**src/rtl/flopenrc.sv**
```systemverilog
// flopenrc: enabled register with synchronous clear and synchronous active-high reset
// Ports: clk, reset, clear (zero on enabled edge), en (load enable), d, q.
module flopenrc #(
    parameter int WIDTH = 8
) (
    input  logic             clk,
    input  logic             reset,
    input  logic             clear,
    input  logic             en,
    input  logic [WIDTH-1:0] d,
    output logic [WIDTH-1:0] q
);
    // clear only takes effect when enabled, so a stalled stage ignores its flush
    always_ff @(posedge clk)
        if (reset)   q <= '0;
        else if (en) q <= clear ? '0 : d;
endmodule

```
**config.mk**
```make
export PLATFORM = sky130hd
export DESIGN_NAME = flopenrc
export DESIGN_NICKNAME = d
export VERILOG_FILES = /design/src/rtl/flopenrc.sv
export SDC_FILE = /design/constraint.sdc
export NUM_CORES = 1
export LEC_CHECK = 0
export CORE_AREA = 2 2 39 41
export DETAILED_ROUTE_END_ITERATION = 8
export DIE_AREA = 0 0 41 43
export SLEW_MARGIN = 10
export SYNTH_ARGS = -nofsm -noshare
export SYNTH_HDL_FRONTEND = slang
export SYNTH_SLANG_ARGS = --single-unit
```
**constraint.sdc**
```tcl
create_clock -name clk -period 1.3 [get_ports clk]
set_input_delay 0.39 -clock clk [delete_from_list [all_inputs] [get_ports clk]]
set_output_delay 0.39 -clock clk [all_outputs]
set_load 0.005 [all_outputs]
```
==> results <==
[metrics by stage]
stage	area [µm²]	TNS (ps)	worst slack, ps	cells	util, %
after global routing	564.3	0	39.97	72	40.78
after detailed placement	550.5	-255.7	-36.69	69	39.78
after CTS	564.3	0	75.07	72	40.78
after floorplan	340.3	0	506.9	34	-
after global placement	550.5	-161.0	-24.62	69	39.78
final	564.3	0	86.95	72	40.78
[power breakdown]
part / leakage [nW] / internal [mW] / switching (mW) / total [mW]
logic: 0.150 / 0.0573 / 0.0267 / 0.0840
registers: 0.0657 / 0.256 / 0.00573 / 0.261
clock network: 0.0138 / 0.105 / 0.0718 / 0.177
[worst min-delay path by stage]
stage                            startpoint           endpoint  cells past startpoint
after floorplan           q[4]$_SDFFE_PP0P_  q[4]$_SDFFE_PP0P_                      2
after global routing      q[2]$_SDFFE_PP0P_  q[2]$_SDFFE_PP0P_                      2
after global placement    q[2]$_SDFFE_PP0P_  q[2]$_SDFFE_PP0P_                      2
after detailed placement  q[2]$_SDFFE_PP0P_  q[2]$_SDFFE_PP0P_                      2
final                     q[1]$_SDFFE_PP0P_  q[1]$_SDFFE_PP0P_                      2
after CTS                 q[6]$_SDFFE_PP0P_  q[6]$_SDFFE_PP0P_                      2
[cell usage after synthesis, drive strengths merged]
cell type,n
a21oi,8
dfxtp,8
nand2b,8
nand3b,8
buf,2
[logic make-up (layout without fill, tap and decap cells)]
kind of cell	Yosys count	in the layout
DFF	8	8
AOI/OAI and AO/OA	8	8
buffers and inverters	2	24
and+or+nand+nor	16	16
[cell type report]
| type | count | area, µm² | area share [%] |
|---|---|---|---|
| clock buffer | 3 | 22.52 | 3.991 |
| timing repair buffer | 21 | 195.2 | 34.59 |
| multi-input combinational | 24 | 165.2 | 29.27 |
| sequential | 8 | 161.4 | 28.60 |
| tap | 16 | 20.02 | 3.548 |
[cells in the final DEF, fill, tap and decap left out, drive strengths merged]
cell type / n
clkdlybuf4s50: 11
nand2b: 8
clkbuf: 3
a21oi: 8
dlygate4sd2: 8
dfxtp: 8
buf: 2
nand3b: 8
[layer usage]
layer | vias up | part of all wire (%) | track usage, %
li1 | 162 | - | -
met1 | 142 | 50 | 14.84
met2 | 16 | 37 | 10.94
met3 | 0 | 13 | 3.665
met4 | 0 | 0 | 6.000
met5 | - | 0 | 0
[timing repair]
action,CTS,global route
resized for setup,9,0
setup endpoints to repair,8,0
endpoints found under the hold margin,0,0
==> results.yml <==
worst_setup_path:
  reg2reg_from: "q[5]$_SDFFE_PP0P_"
  worstPathCellList: "dlygate4sd2_1"
  reg2reg_to: "q[5]$_SDFFE_PP0P_"
  worstSetupStartpoint: "q[5]$_SDFFE_PP0P_"
  crit_buf_inv: 1
  reg2reg_slack_ps: 700
  arrival_ps: 820
  slowest_stage: "dfxtp_1"
  cpLargestDelayFamily: "flip-flops"
  crit_path_max_incr_delay_ps: 340
  reg2reg_depth: 2
  path_depth: 1
  crit_type: "flop to output pin"
  worst-path-max-fanout: 2
  crit_path_start_kind: "flop"
  cp-endpoint: "q[5]"
  worstPathRequired_ps: 910
  cp-end-kind: "output pin"
finish:
  fillCellCount: 152
  largest-register: "q"
  nets: 70
  drive_above_1_share_pct: 21.43
  diodes: 0
  top_regs: "q x8"
  syn_to_final_growth_pct: 65.81
  largest_reg_flops: 8
drt:
  drtIter0Drc: 4
  wl_um: 769
  drc: 0
  ant_nets: 0
  vias: 320
  dr.pass1.iters: 4
  wl_per_cell_um: 10.68
  via_per_inst: 4.444
clock_network:
  clk-insertion-delay-late_ps: 240
  cts_inserted_buffers: 3
  postCtsHoldBufs: 0
  cts_setup_buffers: 0
  cts.reportedPaths.clkPinSlew_ps: 50
  clock-root-buffer: "clkbuf_4"
  cts_buffer_depth: 2
  h-tree-depth: 1
  clock_sinks: 8
  cts_tree: "done"
grt:
  gr-total-overflow: 0
  grt_pass1_wl_mm: 1.145
  grt_max_degree: 9
  grt_pass1_vias: 287
  track_usage_pct: 9.749
  antenna_found_initial: 0
sta:
  period_minus_slack_ps: 1213
  slew_viol_final: 0
  worst_slew_pin_slew_ps: 290.5
  finalSetupViolCount: 0
  fmax_mhz: 824.4
  fin_crit_sh_pct: 93.31
  slew-limit-headroom_pct: 80.57
  rsz0062_at_grt: "false"
  skew_ps: 0
  whs_ps: 461.3
  finalHoldViolCount: 0
placed_design:
  place.gp.congestion: 0.6348
  numPortBuffers: 19
  dp_hpwl_um: 556.5
synthesis:
  synth_top_cell_area_share_pct: 47.06
  netlist_top_cells_area: "dfxtp_1, nand3b_1, nand2b_2"
  netlist_instances: 34
  ys_types: 7
  synth.area.mux_share_pct: 0
  ys_seq_elements: 8
  synthAdderAreaFrac_pct: 0
  syn_avg_cell_area_um2: 10.01
  synth-xor-area-share_pct: 0
  synth_warnings: 0
  ys_seq_area_share_pct: 47.06
  synth_top_family_by_area: "simple AND/OR/NAND/NOR gates"
  synth_largest_area_cell: "dfxtp_1"
  syn_area_um2: 340.3
  synth_compound_area_share_pct: 11.76
  synthSimpleGateAreaFrac_pct: 36.76
  synth_fp_nets: 46
run_status:
  outcome: "finished, final reports clean"
hold_path:
  hold_path.class: "flop to flop"
power:
  ir_drop_v: 0.0003769
  power_density_nw_per_um2: 924.7
  total_power_mw: 0.5218
  p_leak_nw: 0.2298
floorplan:
  fp.dieW_um: 41
  die_height_um: 43
  start_util_pct: 24.59
  rows: 14
  dieArea_um2: 1763
  pin_count: 20
  core_area_um2: 1384
flow_run:
  max_cap_viol_count: 0
(Power assumes the default switching activity.)
